<file path="src/rtl/exc_ctrl_pkg.sv">
// Shared CP0 header for the exception controller: vectors, exception codes,
// commit_exc bit positions and the controller state encoding.
package exc_ctrl_pkg;

    localparam logic [31:0] CP0_VEC_BEV1 = 32'hBFC00380;
    localparam logic [31:0] CP0_VEC_BEV0 = 32'h80000180;

    localparam int EXC_W = 7;

    localparam int EXC_BIT_ADEL_IF = 0;
    localparam int EXC_BIT_RI      = 1;
    localparam int EXC_BIT_OV      = 2;
    localparam int EXC_BIT_SYS     = 3;
    localparam int EXC_BIT_BP      = 4;
    localparam int EXC_BIT_ADEL_D  = 5;
    localparam int EXC_BIT_ADES    = 6;

    localparam logic [4:0] EXCODE_INT  = 5'h00;
    localparam logic [4:0] EXCODE_ADEL = 5'h04;
    localparam logic [4:0] EXCODE_ADES = 5'h05;
    localparam logic [4:0] EXCODE_SYS  = 5'h08;
    localparam logic [4:0] EXCODE_BP   = 5'h09;
    localparam logic [4:0] EXCODE_RI   = 5'h0a;
    localparam logic [4:0] EXCODE_OV   = 5'h0c;

    typedef enum logic [1:0] {
        ST_IDLE     = 2'd0,
        ST_FLUSH    = 2'd1,
        ST_REDIRECT = 2'd2
    } state_t;

    typedef enum logic [1:0] {
        BADV_NONE = 2'd0,
        BADV_PC   = 2'd1,
        BADV_DATA = 2'd2
    } badv_sel_t;

endpackage

</file>
<file path="src/rtl/exc_ctrl_prio.sv">
// Fixed-priority encoder: interrupt, then commit_exc bits in architectural
// order, then ERET; yields excode, ERET-wins flag and BadVAddr source.
module exc_prio
    import exc_ctrl_pkg::*;
(
    input  logic             i_int_req,
    input  logic [EXC_W-1:0] i_exc,
    input  logic             i_eret,
    output logic             o_event,
    output logic             o_is_int,
    output logic             o_eret_win,
    output logic [4:0]       o_excode,
    output badv_sel_t        o_badv_sel
);

    always_comb begin
        o_event    = i_int_req | (|i_exc) | i_eret;
        o_is_int   = i_int_req;
        o_eret_win = 1'b0;
        o_excode   = EXCODE_INT;
        o_badv_sel = BADV_NONE;
        if (i_int_req) begin
            o_excode = EXCODE_INT;
        end else if (i_exc[EXC_BIT_ADEL_IF]) begin
            o_excode   = EXCODE_ADEL;
            o_badv_sel = BADV_PC;
        end else if (i_exc[EXC_BIT_RI]) begin
            o_excode = EXCODE_RI;
        end else if (i_exc[EXC_BIT_OV]) begin
            o_excode = EXCODE_OV;
        end else if (i_exc[EXC_BIT_SYS]) begin
            o_excode = EXCODE_SYS;
        end else if (i_exc[EXC_BIT_BP]) begin
            o_excode = EXCODE_BP;
        end else if (i_exc[EXC_BIT_ADEL_D]) begin
            o_excode   = EXCODE_ADEL;
            o_badv_sel = BADV_DATA;
        end else if (i_exc[EXC_BIT_ADES]) begin
            o_excode   = EXCODE_ADES;
            o_badv_sel = BADV_DATA;
        end else if (i_eret) begin
            o_eret_win = 1'b1;
        end
    end

endmodule

</file>
<file path="src/rtl/exc_ctrl.sv">
// Commit-stage exception/ERET controller: reports to CP0, flushes, then
// redirects fetch. Optional statistics counters under EXC_CTRL_STAT_EN.
module exc_ctrl
    import exc_ctrl_pkg::*;
#(
    parameter logic [31:0] VEC_BEV1 = CP0_VEC_BEV1,
    parameter logic [31:0] VEC_BEV0 = CP0_VEC_BEV0
) (
    input  logic             clk,
    input  logic             reset,
    input  logic             commit_valid,
    output logic             commit_ready,
    input  logic [31:0]      commit_pc,
    input  logic             commit_bd,
    input  logic [EXC_W-1:0] commit_exc,
    input  logic [31:0]      commit_badvaddr,
    input  logic             commit_eret,
    input  logic             int_req,
    input  logic             status_bev,
    input  logic [31:0]      cp0_epc,
    output logic             exc_valid,
    output logic             exc_eret,
    output logic             exc_bd,
    output logic [4:0]       exc_excode,
    output logic [31:0]      exc_epc,
    output logic [31:0]      exc_badvaddr,
    output logic             flush,
    output logic             redirect_valid,
    output logic [31:0]      redirect_pc,
`ifdef EXC_CTRL_STAT_EN
    output logic [31:0]      stat_exc_cnt,
    output logic [31:0]      stat_int_cnt,
`endif
    input  logic             redirect_ready
);

    state_t     r_state, w_next;
    logic [4:0] r_excode;
    logic       r_eret, r_bd, r_int;
    logic [31:0] r_epc, r_badvaddr, r_target;

    logic       w_event, w_is_int, w_eret_win, w_take;
    logic [4:0] w_excode;
    badv_sel_t  w_badv_sel;
    logic [31:0] w_badvaddr;

    exc_prio u_prio (
        .i_int_req  (int_req),
        .i_exc      (commit_exc),
        .i_eret     (commit_eret),
        .o_event    (w_event),
        .o_is_int   (w_is_int),
        .o_eret_win (w_eret_win),
        .o_excode   (w_excode),
        .o_badv_sel (w_badv_sel)
    );

    // Only an event-carrying accept in IDLE changes anything.
    assign w_take = (r_state == ST_IDLE) & commit_valid & w_event;

    always_comb begin
        case (w_badv_sel)
            BADV_PC:   w_badvaddr = commit_pc;
            BADV_DATA: w_badvaddr = commit_badvaddr;
            default:   w_badvaddr = 32'd0;
        endcase
    end

    always_ff @(posedge clk or posedge reset) begin
        if (reset) begin
            r_state <= ST_IDLE;
        end else begin
            r_state <= w_next;
        end
    end

    always_comb begin
        w_next         = r_state;
        commit_ready   = 1'b0;
        exc_valid      = 1'b0;
        flush          = 1'b0;
        redirect_valid = 1'b0;
        case (r_state)
            ST_IDLE: begin
                commit_ready = 1'b1;
                if (w_take) w_next = ST_FLUSH;
            end
            ST_FLUSH: begin
                exc_valid = 1'b1;
                flush     = 1'b1;
                w_next    = ST_REDIRECT;
            end
            ST_REDIRECT: begin
                redirect_valid = 1'b1;
                if (redirect_ready) w_next = ST_IDLE;
            end
            default: w_next = ST_IDLE;
        endcase
    end

    always_ff @(posedge clk or posedge reset) begin
        if (reset) begin
            r_excode   <= 5'd0;
            r_eret     <= 1'b0;
            r_bd       <= 1'b0;
            r_int      <= 1'b0;
            r_epc      <= 32'd0;
            r_badvaddr <= 32'd0;
            r_target   <= 32'd0;
        end else if (w_take) begin
            r_excode   <= w_excode;
            r_eret     <= w_eret_win;
            r_bd       <= commit_bd;
            r_int      <= w_is_int;
            r_epc      <= commit_bd ? (commit_pc - 32'd4) : commit_pc;
            r_badvaddr <= w_badvaddr;
            r_target   <= w_eret_win ? cp0_epc : (status_bev ? VEC_BEV1 : VEC_BEV0);
        end
    end

    assign exc_excode   = r_excode;
    assign exc_eret     = r_eret;
    assign exc_bd       = r_bd;
    assign exc_epc      = r_epc;
    assign exc_badvaddr = r_badvaddr;
    assign redirect_pc  = r_target;

`ifdef EXC_CTRL_STAT_EN
    logic [31:0] r_stat_exc, r_stat_int;

    always_ff @(posedge clk or posedge reset) begin
        if (reset) begin
            r_stat_exc <= 32'd0;
            r_stat_int <= 32'd0;
        end else if (r_state == ST_FLUSH && !r_eret) begin
            if (r_int) r_stat_int <= r_stat_int + 32'd1;
            else       r_stat_exc <= r_stat_exc + 32'd1;
        end
    end

    assign stat_exc_cnt = r_stat_exc;
    assign stat_int_cnt = r_stat_int;
`endif

endmodule

</file>
<file path="config.mk">
export PLATFORM = sky130hd
export DESIGN_NAME = exc_ctrl
export DESIGN_NICKNAME = d
export VERILOG_FILES = /design/src/rtl/exc_ctrl_pkg.sv /design/src/rtl/exc_ctrl_prio.sv /design/src/rtl/exc_ctrl.sv
export SDC_FILE = /design/constraint.sdc
export NUM_CORES = 1
export LEC_CHECK = 0
export ABC_AREA = 1
export BUFFER_PORTS_ARGS = -buffer_cell sky130_fd_sc_hd__buf_2
export CAP_MARGIN = 10
export CORE_ASPECT_RATIO = 1.2
export CORE_MARGIN = 1
export CORE_UTILIZATION = 54
export CTS_BUF_LIST = sky130_fd_sc_hd__clkbuf_8
export CTS_CLUSTER_SIZE = 40
export DETAILED_ROUTE_END_ITERATION = 10
export MAX_ROUTING_LAYER = met4
export PLACE_DENSITY = 0.86
export REMOVE_ABC_BUFFERS = 1
export SYNTH_ARGS = -nofsm -noshare
export SYNTH_HDL_FRONTEND = slang
export SYNTH_SLANG_ARGS = --single-unit
export TNS_END_PERCENT = 1
</file>
<file path="constraint.sdc">
create_clock -name clk -period 7.8 [get_ports clk]
set_input_delay 0.78 -clock clk [delete_from_list [all_inputs] [get_ports clk]]
set_output_delay 0.78 -clock clk [all_outputs]
set_load 0.05 [all_outputs]
</file>
**Word level (Yosys, flattened, before mapping)**

Index checks and enable logic that the tools add are counted.

- Muxes and demuxes: 35
- Bitwise operators: 4
- Add/sub/neg operators: 1
- Eq/ne operators: 6
- Reduce and logical (&&, ||, !) cells: 3

Operators by type and width:

| operator | number |
|---|---|
| $mux 32 | 2 |
| $pmux 32 s2 | 1 |
| $mux 5 | 7 |
| $sub 32x3->32 const B | 1 |
| $mux 30 | 1 |
| $mux 2 | 10 |
| $mux 1 | 12 |
| $reduce_or 7->1 | 1 |
| $pmux 2 s3 | 1 |
| $eq 2x1->1 const B | 2 |
| $eq 2x2->1 const B | 2 |
| $ne 2x2->1 const B | 2 |
| $mux 3 | 1 |
| $and 1x1->1 | 2 |
| $logic_not 2->1 | 1 |
| $or 1x1->1 | 2 |
| $reduce_and 2->1 | 1 |

- Register bits after elaboration: 105
- Bits of input ports: 111
- Output and inout port bits: 107

**Logic depth before layout (Yosys ltp)**

Gate-level depths: netlist of run 1.

- Depth in word-level cells: 10
- Gate-level depth with buffers: 11
- Depth with buffers taken out: 10

**Hierarchy**

A second synthesis of run 1 with hierarchy kept.

- Cell total of the unflattened synthesis: 684
- Area total of the unflattened synthesis: 5243.8 um^2

By module, submodules not included:

| module | seq. area each (um^2) | times used | cells an instance | area each (um^2) |
|---|---|---|---|---|
| exc_ctrl | 2627.5 | 1 | 652 | 5093.6 |
| exc_prio | 0.0 | 1 | 32 | 150.1 |

**Worst setup path after synthesis of run 1**

No wires, ideal clock.

- Kind: input to register
- From: input commit_exc[3]
- To: register r_badvaddr[12], in the netlist exc_badvaddr[12]
- Setup slack: 5.553 ns
- Cell stages on the path: 10
- Buffers on the path: 1
- Data arrival time: 2.117 ns
- Path through: nor2_1 > nand3_2 > nor3_1 > inv_1 > ha_1 > inv_1 > clkbuf_1 > o21ai_0 > nand2_1 > o21ai_0

- Longest elaborated chain between the ends: 7

Ends and longest elaborated chain:

| what | RTL line | text |
|---|---|---|
| from (decl) | exc_ctrl.sv:15 | `input logic [EXC_W-1:0] commit_exc,` |
| $mux 2 | exc_ctrl_prio.sv:31 | `end else if (i_exc[EXC_BIT_SYS]) begin` |
| $mux 2 | exc_ctrl_prio.sv:29 | `end else if (i_exc[EXC_BIT_OV]) begin` |
| $mux 2 | exc_ctrl_prio.sv:27 | `end else if (i_exc[EXC_BIT_RI]) begin` |
| $mux 2 | exc_ctrl_prio.sv:24 | `end else if (i_exc[EXC_BIT_ADEL_IF]) begin` |
| $mux 2 | exc_ctrl_prio.sv:22 | `if (i_int_req) begin` |
| $eq 2x2->1 or $eq 2x1->1 (tied branches) | exc_ctrl.sv:62 | `case (w_badv_sel)` |
| $pmux 32 s2 | exc_ctrl.sv:62 |  |
| to (signal assigned) | exc_ctrl.sv:116 | `r_badvaddr <= w_badvaddr;` |
| to (decl) | exc_ctrl.sv:40 | `logic [31:0] r_epc, r_badvaddr, r_target;` |

Parallel ways exist; a longest one is shown, timed or not.
A chain may end at the register's enable or synchronous reset.

**Final worst setup path of run 1**

- From: input commit_exc[3]
- To: register r_badvaddr[19], in the netlist exc_badvaddr[19]

The elaborated chain is that of the path after synthesis.

==> impl_metrics.tcl, run 1 <==
set metrics [dict create \
    row_count 39 \
    fin_setup_tns_ns 0 \
    startpoint_type "input pin" \
    track_usage_pct 30.03 \
    cts_tree "done" \
    required_ns 8.08 \
    path_clk_slew_ns 0.11 \
    synth_top_area_share_pct 48.07 \
    endpoint_kind "register" \
    ir_drop_mv 0.1753 \
    grt_max_degree 98 \
    drc 0 \
    antenna_found_initial 1 \
    drt-total-wl_um 14920 \
    dieArea_mm2 0.01043 \
    hpwl_um 11170 \
    fin_worst_skew_ns 0.01149 \
    io_buffers 216 \
    layout_min_cycle_time_ns 2.653 \
    fmax_ghz 0.3770 \
    hold_viol 0 \
    synthDistinctLibCells 29 \
    ys_seq_elements 104 \
    synth.area.top_cells "dfrtp_1, nand2_1, o21ai_0, nand3_1, nor2_1" \
    syn_to_final_growth_pct 23.34 \
    clock-sinks 104 \
    layout_common_cells "nand2_1, buf_2, dfrtp_1" \
    clk_latency_ns 0.37 \
    synth-seq-area-share_pct 48.07 \
    final_nets 1039 \
    drtIter0Drc 238 \
    r2r-start "r_state[1]" \
    final_antenna_net_count 0 \
    final_common_cell "nand2_1" \
    cap_violations 0 \
    power.total_mw 2.054 \
    place_area_mm2 0.006464 \
    die_h_um 111.7 \
    num_vias 5470 \
    grt_pass1_wl_um 23640 \
    p_per_area_mw_per_mm2 307.5 \
    path_class "in -> reg" \
    worst-r2r-setup-slack_ns 5.59 \
    status "complete, no violations" \
    worstMarginPinSlew_ns 1.178 \
    die_w_um 93.41 \
    via_per_inst 5.190 \
    path_max_fanout 32 \
    finalSetupViolCount 0 \
    slew_headroom_pct 21.46 \
    netlist_instances 728 \
    num_io_pins 218 \
    grt_overflow 0 \
    yosys_warnings 0 \
    holdCritPathClass "in -> async" \
    grt_pass1_vias 5036 \
    initial_utilization_pct 56.32 \
    clockBufferDepth 2 \
    slew_violations 0 \
    reg2reg_to "redirect_pc[28]" \
    htree_levels 3 \
    drt_pre_antenna_iters 5 \
    period_share_pct 34.01 \
    cts_setup_buffers 0 \
    cts_root_buf "clkbuf_8" \
    p_leak_nw 3.655 \
    finish.instance_area_mm2 0.006678 \
    numCtsBuffers 9 \
    routedWlPerCell_um 14.16 \
    fin_hold_ws_ns 0.3729 \
    cts.repair.resized 0 \
    rsz0062_at_grt "false" \
    postSynthAreaPerCell_um2 7.437 \
    r2r_cells 5 \
    syn-cell-area_mm2 0.005414 \
    drive_gt1_share_pct 26.77 \
    core_area_mm2 0.009613 \
    hold_buffers 0 \
    cp.arrival_ns 2.93 \
    gp_congestion 0.9082 \
    synth_top_area_cell "dfrtp_1" \
]
[synthesized netlist by cell type, drive strengths merged]
cell type	n
nand3	79
ha	3
nand3b	1
clkbuf	14
nor2	63
o22a	3
o21bai	1
buf	20
a21oi	2
conb	1
nand4	5
inv	54
nor3b	1
nor3	3
o21ai	85
nand2	276
o31ai	1
xor2	11
dfrtp	104
and2	1
[per-stage QoR]
| step | worst slack [ns] | std cells | util, % |
|---|---|---|---|
| 6_report | 5.147 | 1054 | 69.47 |
| 5_1_grt | 4.941 | 1054 | 69.47 |
| 4_1_cts | 5.190 | 1053 | 69.44 |
| 3_5_place_dp | 4.785 | 1037 | 67.24 |
| 3_3_place_gp | 4.861 | 1037 | 67.24 |
| 2_1_floorplan | 4.203 | 694 | - |
[final cells by class]
type	count	area, um2
fillers	860	2935
flip-flops and latches	104	2603
multi-input cells	536	2391
repair buffers	220	1111
inverters	54	205.2
well taps	123	153.9
clock buffers	10	137.6
clock inverters	6	73.82
diodes	1	2.502
[power breakdown]
group / leakage (nW) / switching [mW] / internal, mW / total (mW)
Clock: 0.101 / 0.195 / 0.162 / 0.357
Combinational: 2.19 / 0.765 / 0.193 / 0.958
Sequential: 1.36 / 0.0710 / 0.668 / 0.739
Total: 3.65 / 1.03 / 1.02 / 2.05
[flip-flops by register name, indices dropped and copies added, names as in the netlist]
name / count
exc_badvaddr: 32
exc_epc: 32
redirect_pc: 32
exc_excode: 4
r_state: 2
exc_bd: 1
exc_eret: 1
[cells by family after synthesis]
family | Yosys count | share of synthesized area (%)
AO/OA/AOI/OAI | 92 | 8.805
XOR/XNOR | 11 | 1.779
adder cells (fa/ha/maj) | 3 | 0.6934
buffers and inverters | 88 | 7.927
flip-flops | 104 | 48.07
other | 1 | 0.06927
AND/OR/NAND/NOR | 429 | 32.66
[worst max-delay path by stage]
stage	start	to	slack (ns)
after floorplan	commit_valid	redirect_pc[22]	4.20
final	commit_exc[3]	exc_badvaddr[19]	5.15
after global routing	commit_exc[3]	exc_badvaddr[4]	4.94
after global placement	commit_exc[3]	exc_badvaddr[29]	4.86
after detailed placement	commit_exc[3]	exc_badvaddr[20]	4.79
after CTS	commit_exc[3]	exc_badvaddr[21]	5.19
[routing by layer]
metal	wire, um	global-route usage, %	up-vias
met5	0	-	-
met4	460	12.62	0
met3	1080	5.669	41
met2	7171	49.02	222
met1	6207	36.31	2492
li1	-	-	2715
[worst max-delay path, cell delays in order]
cell     delay (ns)
buf_2          0.10
nor2_1         0.16
nand3_2        0.15
nor3_1         0.24
ha_1           1.00
nand2_1        0.14
o21ai_0        0.13
nand2_1        0.06
o21ai_0        0.17
No activity file was read; power rests on OpenSTA's default activity.
==> inputs of run 2 (changes only) <==
ABC_AREA = 0   (was 1)
CORE_UTILIZATION = 44   (was 54)
PLACE_DENSITY = 0.76   (was 0.86)
clock period = 2.2 ns   (was 7.8 ns; I/O delays follow)
==> run 2 against run 1 <==
  * Sequential power rose to 3.6 times the previous value
  * Combinational power rose to 3.6 times the previous value
  * Global-route usage shrank 3.8 points
  * Sequential share of layout area up 1.5 points
  * Synthesized cell count fell by 34%
  * Non-clock buffer count increased by 19
  * Design area fell by 3.7%
  * Via count down 13%
  * Utilization is 9.5 points lower
  * Die area increased by 11%
==> impl_metrics.tcl, run 2 <==
set metrics [dict create \
    hpwl_um 10560 \
    final_nets 810 \
    cts_tree "done" \
    drc 0 \
    max_stage_delay_ns 0.55 \
    crit_family "simple AND/OR/NAND/NOR gates" \
    netlist_instances 481 \
    clockBufferDepth 2 \
    cap_violations 0 \
    finalSetupViolCount 0 \
    synth_mux_area_share_pct 0 \
    num_io_pins 218 \
    initial_utilization_pct 45.92 \
    yosys_warnings 0 \
    diodes 0 \
    cp.arrival_ns 2.06 \
    synthAdderAreaFrac_pct 0.7624 \
    power.total_mw 7.308 \
    rsz0062_at_grt "false" \
    synthFlopType "dfrtp_1" \
    synthTopCellsByCount "dfrtp_1, nand2_1, o31ai_1" \
    holdCritPathClass "in -> reg" \
    required_ns 2.50 \
    ir_drop_mv 0.8590 \
    htree_levels 3 \
    final_common_cell "buf_2" \
    grt_pass1_wl_um 23180 \
    cts_root_buf "clkbuf_8" \
    path_buf_inv 2 \
    dieArea_mm2 0.01162 \
    slew_violations 0 \
    via_per_inst 5.734 \
    grt_max_degree 105 \
    slew_headroom_pct 60.20 \
    io_buffers 216 \
    layout_min_cycle_time_ns 1.759 \
    synth-compound-area-share_pct 23.13 \
    final_antenna_net_count 0 \
    gp_congestion 0.8655 \
    synthSimpleGateAreaFrac_pct 16.72 \
    drtIter0Drc 231 \
    track_usage_pct 26.22 \
    syn_to_final_growth_pct 30.62 \
    numCtsBuffers 9 \
    synth-seq-area-share_pct 52.86 \
    num_vias 4759 \
    worstMarginPinSlew_ns 0.5925 \
    hold_viol 0 \
    period_share_pct 79.94 \
    fin_hold_ws_ns 0.04929 \
    routedWlPerCell_um 17.61 \
    p_leak_nw 3.146 \
    drt_pre_antenna_iters 4 \
    synth.area.top_cells "dfrtp_1, o31ai_1, nand2_1, a22oi_1, a22o_1" \
    post-route-util_pct 59.98 \
    drive_gt1_share_pct 37.52 \
    grt_pass1_vias 4546 \
    ys_seq_elements 104 \
    syn-cell-area_mm2 0.004923 \
    synth_top_area_share_pct 52.86 \
    layout_common_cells "buf_2, dfrtp_1, nand2_1" \
    path_max_fanout 12 \
    die_w_um 98.57 \
    synth.most_common_cell "dfrtp_1" \
    startpoint_type "input pin" \
    synthDistinctLibCells 45 \
    crit_slowest_cell "or4_1" \
    cts_setup_buffers 0 \
    crit_chain "buf_2 > inv_1 > ha_1 > nor4b_1 > nand2_1 > or4_1 > a31oi_1" \
    place_ws_ns 0.1273 \
    endpoint_kind "register" \
    row_count 41 \
    fmax_ghz 0.5686 \
    path_class "in -> reg" \
    layout_setup_ws_ns 0.4412 \
    core_area_mm2 0.01072 \
    drt-total-wl_um 14610 \
    clock-sinks 104 \
    fin_worst_skew_ns 0.01296 \
    synth_edf_count 0 \
    die_h_um 117.9 \
    async_flop_share_pct 100.0 \
    synth-xor-area-share_pct 2.313 \
    path_clk_slew_ns 0.11 \
    p_per_area_mw_per_mm2 1136 \
    clk_latency_ns 0.38 \
    synth_top_family_by_area "compound AO/OA/AOI/OAI gates" \
    status "complete, no violations" \
    grt_overflow 0 \
    postSynthAreaPerCell_um2 10.24 \
    synth_top_area_cell "dfrtp_1" \
    antenna_found_initial 0 \
]
==> run 2: changes by cell type in the layout (fill, tap and decap cells not counted), sizes merged, moves of 9 or more <==
cell   previous run  this run
a221o             0         9
a22oi             0        32
buf             220       238
or4               0        13
nand2           276        73
inv              57        13
a22o              0        20
nor2             63        26
o21ai            85        19
o31ai             1        45
nand3            79         8
a31oi             0        14
==> run 2: power breakdown <==
group          switching, mW  internal, mW  total, mW
combinational           2.63         0.809       3.44
sequential             0.261          2.37       2.63
clock                  0.701         0.541       1.24
==> run 2: what timing repair did <==
action,4_1_cts,5_1_grt
hold buffers,1,0
resized for setup,0,0
endpoints found under the hold margin,35,0
==> run 2: path summary, 6_finish.rpt <==
kind	start	endpoint	slack, ns	depth (start not counted)
max in group asynchronous	reset	exc_badvaddr[24]	1.24	4
min in group asynchronous	reset	exc_badvaddr[4]	0.52	4
min	cp0_epc[19]	redirect_pc[19]	0.05	2
max	commit_pc[2]	exc_epc[24]	0.44	7
min reg2reg	exc_excode[3]	exc_excode[3]	0.47	2
max reg2reg	r_state[0]	exc_epc[22]	0.57	7
==> run 2: logic make-up after synthesis <==
group / Yosys count
compound gates: 152
xor+xnor: 13
other cells: 1
fa+ha+maj: 3
flops: 104
simple gates: 163
buf+inv: 45
==> run 2: worst reg2reg max path, delay by kind of cell, from the launching register on <==
kind / cells / cell delay [ns]
AO/OA/AOI/OAI: 2 / 0.25
buffers and inverters: 3 / 0.62
AND/OR/NAND/NOR: 2 / 0.27
flip-flops: 1 / 0.42
==> run 2: layout make-up <==
type / count / area [um2]
clock buffers: 9 / 123.9
repair buffers: 239 / 1306
clock inverters: 7 / 80.08
multi-input cells: 332 / 2117
well taps: 129 / 161.4
flip-flops and latches: 104 / 2603
inverters: 10 / 40.04
fillers: 944 / 4290
==> run 2: per-stage QoR <==
| stage | instance area, um2 | instances | TNS (ns) |
|---|---|---|---|
| 6_report | 6431 | 830 | 0 |
| 5_1_grt | 6431 | 830 | 0 |
| 4_1_cts | 6431 | 830 | 0 |
| 3_5_place_dp | 6217 | 813 | 0 |
| 3_3_place_gp | 6217 | 813 | 0 |
| 2_1_floorplan | 4757 | 446 | -253.52 |
==> run 2: layer usage <==
layer,share of wire [%],global-route usage (%),vias up
li1,-,-,2234
met1,42,33.53,2263
met2,48,41.95,238
met3,7.3,3.979,24
met4,2.2,10.35,0
met5,0,-,-
